**src/rtl/seq_detector_pkg.sv**
```systemverilog
// Shared types and helpers for the parametrised serial pattern detector.
//   state_e       : detector FSM states
//   MAX_LEN_LIMIT : largest MAX_LEN the helpers support
//   LEN_W         : internal width for length/fill arithmetic
//   lenmask()     : ones in bits [len-1:0]
package seq_detector_pkg;

  localparam int unsigned MAX_LEN_LIMIT = 32;
  localparam int unsigned LEN_W = $clog2(MAX_LEN_LIMIT + 1);

  typedef enum logic [1:0] {
    StIdle,
    StFill,
    StArmed
  } state_e;

  function automatic logic [MAX_LEN_LIMIT-1:0] lenmask(input logic [LEN_W-1:0] len);
    logic [MAX_LEN_LIMIT-1:0] m;
    for (int unsigned k = 0; k < MAX_LEN_LIMIT; k++) begin
      m[k] = (k < 32'(len));
    end
    return m;
  endfunction

endpackage

```
**src/rtl/seq_match_counter.sv**
```systemverilog
// Saturating match counter; clear wins over increment.
//   clk, rst : clock, synchronous active-high reset
//   inc      : count one match
//   clr      : force count to zero
//   cnt      : current count, sticks at all ones
module seq_match_counter #(
  parameter int unsigned CNT_W = 16
) (
  input  logic             clk,
  input  logic             rst,
  input  logic             inc,
  input  logic             clr,
  output logic [CNT_W-1:0] cnt
);

  logic [CNT_W-1:0] cnt_q, cnt_d;

  always_comb begin
    cnt_d = cnt_q;
    if (clr) begin
      cnt_d = '0;
    end else if (inc && (cnt_q != '1)) begin
      cnt_d = cnt_q + CNT_W'(1);
    end
  end

  always_ff @(posedge clk) begin
    if (rst) begin
      cnt_q <= '0;
    end else begin
      cnt_q <= cnt_d;
    end
  end

  assign cnt = cnt_q;

endmodule

```
**src/rtl/seq_detector_param.sv**
```systemverilog
// Run-time configurable serial bit-pattern detector with valid qualifier,
// overlapping/non-overlapping modes and a saturating match counter.
//   clk, rst    : clock, synchronous active-high reset
//   i, i_valid  : serial data bit and its qualifier
//   cfg_*       : pattern/mask/length/overlap, latched on cfg_load
//   cnt_clr     : clear match counter (wins over a coincident match)
//   o           : registered one-cycle match pulse
//   armed       : enough valid bits held to compare
//   match_cnt   : saturating match count
module seq_detector_param
  import seq_detector_pkg::*;
#(
  parameter int unsigned         MAX_LEN     = 8,
  parameter int unsigned         CNT_W       = 16,
  parameter logic [MAX_LEN-1:0]  DEF_PATTERN = MAX_LEN'(8'b0000_0110),
  parameter int unsigned         DEF_LEN     = 4
) (
  input  logic                         clk,
  input  logic                         rst,
  input  logic                         i,
  input  logic                         i_valid,
  input  logic                         cfg_load,
  input  logic [MAX_LEN-1:0]           cfg_pattern,
  input  logic [MAX_LEN-1:0]           cfg_mask,
  input  logic [$clog2(MAX_LEN+1)-1:0] cfg_len,
  input  logic                         cfg_overlap,
  input  logic                         cnt_clr,
  output logic                         o,
  output logic                         armed,
  output logic [CNT_W-1:0]             match_cnt
);

  localparam logic [LEN_W-1:0] MaxLen   = LEN_W'(MAX_LEN);
  localparam logic [LEN_W-1:0] DefLen   = (DEF_LEN > MAX_LEN) ? MaxLen : LEN_W'(DEF_LEN);
  localparam state_e           DefState = (DEF_LEN == 0) ? StIdle : StFill;

  logic [MAX_LEN-1:0] pattern_q, pattern_d;
  logic [MAX_LEN-1:0] mask_q, mask_d;
  logic [LEN_W-1:0]   len_q, len_d;
  logic               overlap_q, overlap_d;
  // The oldest window bit is never compared again once it shifts out, so only
  // MAX_LEN-1 bits of history are stored; win_next is the full window.
  logic [MAX_LEN-2:0] hist_q, hist_d;
  logic [LEN_W-1:0]   fill_q, fill_d;
  state_e             state_q, state_d;
  logic               o_q, armed_q;

  logic [MAX_LEN-1:0] win_next;
  logic [MAX_LEN-1:0] lm;
  logic [LEN_W-1:0]   cfg_len_ext, cfg_len_clamp, fill_inc;
  logic               hit, match;

  assign cfg_len_ext   = LEN_W'(cfg_len);
  assign cfg_len_clamp = (cfg_len_ext > MaxLen) ? MaxLen : cfg_len_ext;
  assign win_next      = {hist_q, i};
  assign lm            = MAX_LEN'(lenmask(len_q));
  assign hit           = (((win_next ^ pattern_q) & mask_q & lm) == '0);
  assign fill_inc      = (fill_q == MaxLen) ? fill_q : fill_q + LEN_W'(1);

  always_comb begin
    pattern_d = pattern_q;
    mask_d    = mask_q;
    len_d     = len_q;
    overlap_d = overlap_q;
    hist_d    = hist_q;
    fill_d    = fill_q;
    state_d   = state_q;
    match     = 1'b0;
    if (cfg_load) begin
      // Any data bit in a load cycle is dropped; window content is kept.
      pattern_d = cfg_pattern;
      mask_d    = cfg_mask;
      len_d     = cfg_len_clamp;
      overlap_d = cfg_overlap;
      fill_d    = '0;
      state_d   = (cfg_len_clamp == '0) ? StIdle : StFill;
    end else if (i_valid) begin
      hist_d = win_next[MAX_LEN-2:0];
      fill_d = fill_inc;
      unique case (state_q)
        StIdle: state_d = StIdle;
        StFill, StArmed: begin
          if (fill_inc >= len_q) begin
            state_d = StArmed;
            if (hit) begin
              match = 1'b1;
              if (!overlap_q) begin
                fill_d  = '0;
                state_d = StFill;
              end
            end
          end else begin
            state_d = StFill;
          end
        end
        default: state_d = StIdle;
      endcase
    end
  end

  always_ff @(posedge clk) begin
    if (rst) begin
      pattern_q <= DEF_PATTERN;
      mask_q    <= '1;
      len_q     <= DefLen;
      overlap_q <= 1'b1;
      hist_q    <= '0;
      fill_q    <= '0;
      state_q   <= DefState;
      o_q       <= 1'b0;
      armed_q   <= 1'b0;
    end else begin
      pattern_q <= pattern_d;
      mask_q    <= mask_d;
      len_q     <= len_d;
      overlap_q <= overlap_d;
      hist_q    <= hist_d;
      fill_q    <= fill_d;
      state_q   <= state_d;
      o_q       <= match;
      armed_q   <= (state_d == StArmed);
    end
  end

  seq_match_counter #(
    .CNT_W(CNT_W)
  ) u_cnt (
    .clk(clk),
    .rst(rst),
    .inc(match),
    .clr(cnt_clr),
    .cnt(match_cnt)
  );

  assign o     = o_q;
  assign armed = armed_q;

endmodule

```
**config.mk**
```make
export PLATFORM = sky130hd
export DESIGN_NAME = seq_detector_param
export DESIGN_NICKNAME = d
export VERILOG_FILES = /design/src/rtl/seq_detector_pkg.sv /design/src/rtl/seq_match_counter.sv /design/src/rtl/seq_detector_param.sv
export SDC_FILE = /design/constraint.sdc
export NUM_CORES = 1
export LEC_CHECK = 0
export CAP_MARGIN = 20
export CORE_ASPECT_RATIO = 0.5
export CORE_UTILIZATION = 50
export CTS_CLUSTER_DIAMETER = 60
export CTS_CLUSTER_SIZE = 28
export DETAILED_ROUTE_END_ITERATION = 12
export DONT_BUFFER_PORTS = 1
export HOLD_SLACK_MARGIN = 0.02
export PLACE_DENSITY_LB_ADDON = 0.25
export SKIP_CTS_REPAIR_TIMING = 1
export SYNTH_ARGS = -nofsm -noshare
export SYNTH_HDL_FRONTEND = slang
export SYNTH_HIERARCHICAL = 1
export SYNTH_SLANG_ARGS = --single-unit
```
**constraint.sdc**
```tcl
create_clock -name clk -period 4.15 [get_ports clk]
set_input_delay 0.83 -clock clk [delete_from_list [all_inputs] [get_ports clk]]
set_output_delay 0.83 -clock clk [all_outputs]
set_load 0.005 [all_outputs]
```
==> results, run 1 <==
- The footprint of the multi-input gates is 0.00161 mm^2.
- In this run, synthesis produced a sequential element count of 54.
- After routing the design area is 0.00295 mm^2.
- The synthesized design contains 0 enable-type register cells.
- The cell taking the most area after synthesis is sky130_fd_sc_hd__dfxtp_1.
- The count of TritonRoute iterations in the first routing pass is 4.
- In this run the remaining antenna-violating nets after routing total 0.
- Summing over every cut layer, the via total after detailed routing is 2278.
- The flow ran to the end, and the final reports show no timing, DRC or antenna violations.
- The net count reported at finish is 341.
- The pin count of the biggest net entering global routing is 40.
- When the netlist entered floorplanning its net count stood at 349.
- The critical path is of the reg -> reg type.
- The kind of launch point of the worst setup path is a flop.
- The synthesized netlist contains 63 unique library cells.
- The post-route non-filler standard cell count is 378.
- The type of destination of the critical path is a flop.
- Counting every sink on the clock net gives 54.
- After layout, the design draws a total of 1.05 mW.
- The worst reg-to-reg path cell count is 14.
- The total cell area at the placement stage is 0.00281 mm^2.
- Clock-pin slew was measured on the worst setup and hold paths at 90 ps.
- The number of global-route vias before repair is 1953.
- The instance count along the most critical hold path is 2.
- The share of the synthesized area in the top cell type is 38.6%.
- The power density of the placed cells is 357 mW/mm^2.
- The clock period minus final worst setup slack is 3460 ps.
- The area enclosed by the die boundary is 0.00592 mm^2.
- The first global-routing pass estimated 9320 um of wire.
- The initial DRC count is 191.
- The setup total negative slack is 0 ps.
- Across the VDD grid, the largest voltage drop is 0.000259 V.
- The number of pins with negative max-slew slack in the final report is 0.
- The dominant cell by count in the synthesized netlist is sky130_fd_sc_hd__dfxtp_1.
- The placeable core region is 0.00516 mm^2.
- Setup repair after global routing left no endpoint under its margin.
- The share of cells above drive strength 1 is 9.42%.
- The filler cells instantiated in the layout total 471.
- The initial antenna violation count is 0.
- The average wire per standard cell is 15.9 um.
- Dividing the detail-routed via count by the number of cells gives 6.03.
- After synthesis, flip-flops and latches occupy 38.6% of the total area.
- The path class of the tightest hold or removal check is reg -> reg.
- Hold timing on the final database bottoms out at a slack of 472 ps.
- For this run, asynchronously set or reset flops after synthesis account for 0%.
- After detailed routing, the number of remaining DRC violations is 0.
- The worst hold path endpoint is hist_q[6].
- For the worst setup path, the data arrival time is 3700 ps.
- The total routing resource utilization after global routing is 21.0%.
- The cell area after technology mapping is 0.00280 mm^2.
- In this run the tightest slew margin relative to its limit is 49.1%.
- The maximum operating frequency is 289 MHz.
- The launch instance of the worst min-delay path is hist_q[6].
- The number of cells in the design after placement is 370.
- The final critical-path share of the clock period is 83.4%.
- The leakage dissipation is 1.10 nW.
- Among all flip-flop cells after synthesis, the most frequent one is sky130_fd_sc_hd__dfxtp_1.
- The library cell used as clock root buffer is sky130_fd_sc_hd__clkbuf_8.
- The maximum clock skew at final layout is 3.41 ps.
- TritonCTS created 5 clock buffers.
- The count of final hold-check violations came to 0.
- The average cell area after synthesis is 8.89 um^2.
- The slew at the pin with the worst max-slew slack is 762 ps.
- Compared with the post-synthesis result, the final layout area differs by 5.31%.
- The H-tree was split into 2 levels.
- For flop-to-flop paths, the worst setup slack is 690 ps.
- The initialized floorplan defines 18 standard-cell rows.
- Sorting the synthesized cells by area gives the leading types as sky130_fd_sc_hd__dfxtp_1 39%, sky130_fd_sc_hd__mux2i_1 5.4%, sky130_fd_sc_hd__nand2_1 4.7%.
- At the later pin of the worst-skew pair, clock insertion delay measures 310 ps.
- The total of max-cap violations is 0.
- The worst path required time is 4390 ps.
- The final count of negative-setup-slack endpoints is 0.
- In this run the tool buffered the top-level ports with 0 buffer cells.
- The largest fanout on the critical path is 6.
- The die span in y is 54.9 um.
- The boundary pin count is 45.
- The CTS tree is yes.
- After global routing the overflow that remains totals 0.
- The total length of routed wires is 6020 um.
- The synthesis warning total is 6.
- In the synthesized netlist, the cells that appear most often are 54 x sky130_fd_sc_hd__dfxtp_1, 35 x sky130_fd_sc_hd__nand2_1, 20 x sky130_fd_sc_hd__a21oi_1.
- The effective utilization at floorplan is 54.3%.
- The antenna diode instance count is 0.
- The cell count after synthesis is 315.
- The final HPWL from detailed placement is 4310 um.
- The weighted congestion reported at the end of routability-driven placement is 0.844.
- The storage element area is 0.00108 mm^2.
- The startpoint identified for the worst register-to-register timing path is fill_q[0].
- The clock passes through at most 2 buffers.
- Measured along the x axis, the die boundary spans 108 um.
- The worst register-to-register path ends at u_cnt/cnt[9].
-- where the power goes --
group	switching, mW	leakage, nW	internal (mW)
combinational	0.0389	0.588	0.0349
clock	0.175	0.0714	0.257
sequential	0.0141	0.441	0.534
-- layout make-up --
type                    count  share of cell area, %
well taps                  70                   2.97
clock inverters             2                   2.04
inverters                   9                   1.15
flip-flops and latches     54                   36.6
multi-input cells         237                   54.4
clock buffers               6                   2.80
-- cells in the final DEF (no fill, tap or decap), types with 7 or more instances in the layout --
cell type,synthesis,layout
sky130_fd_sc_hd__a211o_1,12,12
sky130_fd_sc_hd__a21oi_1,20,20
sky130_fd_sc_hd__dfxtp_1,54,54
sky130_fd_sc_hd__ha_1,7,7
sky130_fd_sc_hd__inv_1,9,9
sky130_fd_sc_hd__mux2i_1,15,15
sky130_fd_sc_hd__nand2_1,35,35
sky130_fd_sc_hd__nand3_1,11,11
sky130_fd_sc_hd__nor2_1,19,19
sky130_fd_sc_hd__nor2b_1,11,11
sky130_fd_sc_hd__nor3_1,7,7
sky130_fd_sc_hd__o21ai_0,13,13
sky130_fd_sc_hd__xor2_1,11,11
-- logic make-up after synthesis --
logic type / count (synthesis) / share of synthesized area, %
XOR/XNOR: 13 / 4.06
multiplexers: 15 / 5.36
flip-flops: 54 / 38.6
adder cells (fa/ha/maj): 7 / 3.13
buffers and inverters: 24 / 4.11
AND/OR/NAND/NOR: 122 / 24.1
AO/OA/AOI/OAI: 80 / 20.7
-- worst max path at each step --
stage / startpoint / end / cells after the start
6_report: fill_q[0] / u_cnt/cnt[9] / 14
5_1_grt: fill_q[0] / u_cnt/cnt[9] / 14
4_1_cts: fill_q[0] / u_cnt/cnt[9] / 14
3_5_place_dp: fill_q[0] / u_cnt/cnt[9] / 14
3_3_place_gp: fill_q[0] / u_cnt/cnt[12] / 14
2_1_floorplan: fill_q[0] / u_cnt/cnt[12] / 15
-- state kept, by name (all words and copies together) (netlist names) --
name,cells
pattern_q,8
state_q,2
hist_q,7
armed,1
overlap_q,1
len_q,4
mask_q,8
fill_q,6
u_cnt/cnt,16
o,1
-- stage by stage --
step,utilization (%),worst slack (ps)
after global placement,54.4,997
after detailed placement,54.4,764
after CTS,57.2,736
final,57.2,691
after floorplan,-,1220
after global routing,57.2,509
-- worst max-delay path: stages, from the launching register on --
cell and delay (ps):
sky130_fd_sc_hd__dfxtp_1 460, sky130_fd_sc_hd__inv_1 110, sky130_fd_sc_hd__ha_1 210, sky130_fd_sc_hd__nand4_1 170, sky130_fd_sc_hd__xnor2_1 110, sky130_fd_sc_hd__ha_1 290
sky130_fd_sc_hd__nand2b_1 100, sky130_fd_sc_hd__a211oi_1 60, sky130_fd_sc_hd__o21ai_0 340, sky130_fd_sc_hd__o21ai_4 120, sky130_fd_sc_hd__nor3_1 410, sky130_fd_sc_hd__and3_1 250
sky130_fd_sc_hd__nand3_1 200, sky130_fd_sc_hd__a211oi_1 330, sky130_fd_sc_hd__mux2i_1 240
-- routing by layer --
| layer | vias up | GRT usage (%) | share of wire, % |
|---|---|---|---|
| met5 | - | 0 | 0 |
| met4 | 0 | 6.85 | 1.2 |
| li1 | 1130 | - | - |
| met2 | 64 | 37.0 | 47 |
| met3 | 7 | 7.26 | 7.5 |
| met1 | 1077 | 24.9 | 44 |
Note: power is estimated with default switching activity, not from simulation.
==> run 2: changes to the inputs <==
Clock period 4.15 ns to 2.9 ns, I/O delays scaled along.
==> results, run 2 (same netlist as run 1, synthesis figures left out) <==
- The run finished with clean final reports.
- The number of placement rows is 18.
- The initial antenna violation count came to 0.
- The initial utilization of the core area, before any placement, comes to 54.3%.
- The leakage dissipation is 1.13 nW.
- Cells with a size suffix above 1 make up 15.6% of the layout.
- For the worst setup path, the data arrival time is 3010 ps.
- The x dimension of the die is 108 um.
- At the pin with the least slew margin, the transition time is 731 ps.
- The count of final hold-check violations came to 0.
- The total of max-cap violations is 0.
- TritonCTS built the clock tree.
- The number of pins with negative max-slew slack in the final report is 0.
- In the routed design, unresolved DRC markers number 0.
- In this run, the number of DRC markers left after iteration 0 of detailed routing was 155.
- The worst setup path is captured at a flop.
- The post-place setup slack is -140 ps.
- The met3 wire length is 286 um.
- The number of global-route vias before repair is 2087.
- CTS saw 54 sinks.
- The layout-stage area growth over the synthesis result is 8.35%.
- The detailed-route via count is 2282.
- The total routing resource utilization after global routing is 21.0%.
- Summed over all failing endpoints, the final setup total negative slack is 0 ps.
- The die span in y is 54.9 um.
- After detailed routing, the number of vias per cell comes to 5.94.
- For this design the ratio of total power to cell area is 465 mW/mm^2.
- The total met2 wirelength after detailed routing is 2770 um.
- Setup violations remaining at the end of the flow were counted as 0.
- The worst-skew pair later-pin latency is 310 ps.
- After legalization and detailed placement, the total HPWL measured 4270 um.
- The worst setup path is of the reg -> reg kind.
- For this run, the detailed router's first-pass iteration total came to 4.
- The final critical-path share of the clock period is 95.1%.
- The worst path in the final design needs a cycle of 2760 ps, including I/O delays and setup.
- Setup slack closes at 142 ps.
- The total power of the final layout is 1.41 mW.
- The wire length of the first global-routing pass is 9460 um.
- The worst-case vdd ir drop is 0.000321 V.
- The detailed router put a total of 2820 um of wire on met1.
- The count of buffers added on input and output ports is 0.
- The placeable core region is 0.00516 mm^2.
- The register with the most flip-flops in the layout has 16 of them.
- The number of clock buffers added by TritonCTS is 5.
- In the final design database the tool counted 347 nets.
- After detailed routing, the total wire length is 5930 um.
- Final hold analysis gives a worst-case slack of 349 ps.
- The library cell used as clock root buffer is sky130_fd_sc_hd__clkbuf_8.
- The antenna diode instance count is 0.
- The remaining max-slew budget at the tightest pin is 51.1%.
- The average wire per standard cell is 15.4 um.
- The maximum operating frequency is 363 MHz.
- The area enclosed by the die boundary is 0.00592 mm^2.
- Clock-pin slew was measured on the worst setup and hold paths at 100 ps.
- The worst hold path belongs to the class in -> reg.
- The detail route stage leaves a number of antenna-violating nets equal to 0.
- The maximum buffer depth of the clock tree is 2.
- STA puts the critical path data required time at 3150 ps.
- The number of levels the H-tree was split into is 2.
- The commonest non-fill, non-tap cell in the layout is sky130_fd_sc_hd__dfxtp_1.
- The worst setup path is launched from a flop.
- The boundary pin count is 45.
- The weighted congestion reported at the end of routability-driven placement is 0.852.
- For the final database, setup skew stands at 4.86 ps.
- Entering global routing, the biggest net connects 40 pins.
- Along the worst path, the maximum fanout reaches 5.
- The library cells used most frequently in the layout, excluding fill and tap cells, are 52 x sky130_fd_sc_hd__dfxtp_1, 35 x sky130_fd_sc_hd__nand2_1, 20 x sky130_fd_sc_hd__a21oi_1.
- The global route total overflow is 0.
- The highest metal layer with signal wires is met4.
run 2: layout make-up:
| type | instances | area, um^2 |
|---|---|---|
| multi-input cells | 237 | 1670 |
| well taps | 70 | 87.6 |
| flip-flops and latches | 54 | 1090 |
| inverters | 9 | 33.8 |
| clock buffers | 6 | 72.6 |
| repair buffers | 6 | 45.0 |
| clock inverters | 2 | 37.5 |
| fillers | 449 | 2120 |
run 2: worst max-delay path, cell delays in order, from the launching register on:
cell	delay, ps
sky130_fd_sc_hd__dfxtp_4	370
sky130_fd_sc_hd__inv_2	60
sky130_fd_sc_hd__ha_1	140
sky130_fd_sc_hd__nand4_1	160
sky130_fd_sc_hd__and2_1	220
sky130_fd_sc_hd__ha_1	280
sky130_fd_sc_hd__o21ai_0	110
sky130_fd_sc_hd__o21ai_2	230
sky130_fd_sc_hd__o21ai_4	100
sky130_fd_sc_hd__nor3_4	160
sky130_fd_sc_hd__and4_4	290
sky130_fd_sc_hd__nand3_2	90
sky130_fd_sc_hd__or3_1	350
sky130_fd_sc_hd__a21oi_1	130
run 2: stage by stage:
stage / cells / area (um^2) / utilization, %
after floorplan: 315 / 2800 / -
after global placement: 376 / 2850 / 55.3
after detailed placement: 376 / 2850 / 55.3
after CTS: 384 / 2960 / 57.4
after global routing: 384 / 3040 / 58.9
final: 384 / 3040 / 58.9
run 2: metal layers:
layer	up-vias	track usage [%]
li1	1140	-
met5	-	0
met3	7	6.09
met1	1090	25.7
met4	0	7.53
met2	45	36.5
run 2: worst paths after layout:
path / from / endpoint / slack [ps] / cells after the start
min reg2reg: hist_q[6] / hist_q[6] / 470 / 2
max reg2reg: fill_q[0] / u_cnt/cnt[10] / 140 / 13
max: fill_q[0] / u_cnt/cnt[10] / 140 / 13
min: rst / len_q[0] / 350 / 1
run 2: power breakdown:
group	internal [mW]	switching (mW)	total [mW]
Clock	0.258	0.250	0.508
Combinational	0.0587	0.0616	0.120
Sequential	0.763	0.0198	0.783
==> RTL edit, RTL diff (config.mk and constraints of run 2) <==
Re-encode `state_e` (3 states) as one-hot, 3 bits wide.
--- a/src/rtl/seq_detector_pkg.sv
+++ b/src/rtl/seq_detector_pkg.sv
@@ -9,8 +9,8 @@
   localparam int unsigned LEN_W = $clog2(MAX_LEN_LIMIT + 1);
 
-  typedef enum logic [1:0] {
-    StIdle,
-    StFill,
-    StArmed
+  typedef enum logic [2:0] {
+    StIdle  = 3'b001,
+    StFill  = 3'b010,
+    StArmed = 3'b100
   } state_e;
 
Formal check against the unedited RTL: same outputs for any inputs over 4 cycles, from zero or initial values and one cycle with rst high; so few cycles prove little.
==> RTL edit against run 2 <==
  * Global-route usage hardly changed
  * Sequential cell count is 1 higher
  * Routed wire length is 4.2% higher
  * First-iteration DRC count is 15% lower
  * Synthesized cell count is 3.2% higher
  * Power is 6.4% higher
  * Final area is 7.2% higher
  * Non-clock buffer count is 11 higher
  * Critical endpoint is now u_cnt/cnt[14]
  * Area after synthesis is 2.7% higher
  * The run now ends with negative setup slack left
  * Combinational power is 6% higher
  * Worst setup slack worse by 0.17 ns
==> RTL edit: results (changes against run 2) <==
stage;metric;value;unit;change
run_status;status;finished with violations;;was complete, no violations
run_status;failing checks;negative setup slack;;
timing;relative slew slack;50.7;%;was 51.1%
placement;Placer Congestion;0.855;;was 0.852
setup_path;CP peak stage delay;0.34;ns;was 0.37 ns
timing;Final Worst Setup Slack;-0.0261;ns;was 0.142 ns
final_layout;Non-Filler Instances;406;;was 384
timing;post-route clock skew;0.00369;ns;was 0.00486 ns
synthesis;top cells by area, synth;dfxtp_1, mux2i_1, nand2_1;;unchanged
power_and_ir_drop;Worst IR Drop VDD;0.247;mV;was 0.321 mV
final_layout;fin nets;366;;was 347
global_route;largest net degree at the start of global routing;31;;was 40
global_route;met3 usage;6.56;%;was 6.09%
timing;final setup vio count;3;;was 0
placement;dpl cells;393;;was 376
power_and_ir_drop;P_leak;0.00127;uW;was 0.00113 uW
setup_path;largest fanout on the critical path;6;;was 5
synthesis;area share of fa/ha/maj cells after synthesis;3.04;%;was 3.13%
global_route;Global Route Usage Sum;21.0;%;about the same
setup_path;Worst Path Arrival;3.09;ns;was 3.01 ns
global_route;met2 global-route usage;36.3;%;was 36.5%
placement;Placed Area;0.00298;mm^2;was 0.00285 mm^2
synthesis;mux cell area share after synthesis;8.00;%;was 5.36%
synthesis;Post-synth top cells;dfxtp_1, nand2_1, mux2i_1, nor2_1, a21oi_1;;was dfxtp_1, nand2_1, a21oi_1
synthesis;XOR/XNOR share of the synthesized area;3.96;%;was 4.06%
routing;drt wl/cell;15.2;um;was 15.4 um
final_layout;Filler cells;508;;was 449
global_route;vias in the first global route;2302;;was 2087
synthesis;Seq/Total Area, Yosys;38.3;%;was 38.6%
cts;insertion delay to the later sink of the worst-skew pair;0.29;ns;was 0.31 ns
RTL edit: cell types whose count changed in the layout (fill, tap and decap cells not counted), moves of 8 or more:
cell and delta:
mux2i_1 +8, nor2b_1 -10, buf_4 +11, a211o_1 -11, nand2_1 +14
RTL edit: worst paths after layout:
kind | to | depth (start not counted) | start | slack [ns]
max | u_cnt/cnt[14] | 14 | fill_q[4] | -0.03
min | hist_q[6] | 1 | rst | 0.35
max reg2reg | u_cnt/cnt[14] | 14 | fill_q[4] | -0.03
min reg2reg | mask_q[1] | 2 | mask_q[1] | 0.47
RTL edit: logic make-up after synthesis:
kind of cell | Yosys count
simple gates | 134
compound gates | 66
flops | 55
buf+inv | 27
mux | 23
xor+xnor | 13
fa+ha+maj | 7
RTL edit: cell type report:
cell class	count	area share, %
clock buffers	6	3.96
clock inverters	2	0.384
inverters	10	1.15
multi-input cells	243	53.9
flip-flops and latches	55	33.9
well taps	73	2.81
repair buffers	17	3.92
RTL edit: power by group through the flow:
stage	clock (uW)	sequential, uW	combinational [uW]
floorplan	0	807	112
global placement	0	812	119
detailed placement	0	812	123
CTS	603	795	123
global route	629	797	142
finish	579	795	127
RTL edit: metrics by stage:
step	power, uW	setup slack (ns)	util (%)
4_1_cts	1520	-0.104	56.5
6_report	1500	-0.0261	59.0
2_1_floorplan	919	0.00472	-
3_5_place_dp	935	-0.0849	54.0
5_1_grt	1570	-0.142	59.0
3_3_place_gp	931	0.0217	54.0
RTL edit: metal layers:
layer,wire [um],up-vias
met5,0,-
met4,76,0
met3,315,7
met2,3070,32
met1,2730,1099
li1,-,1192
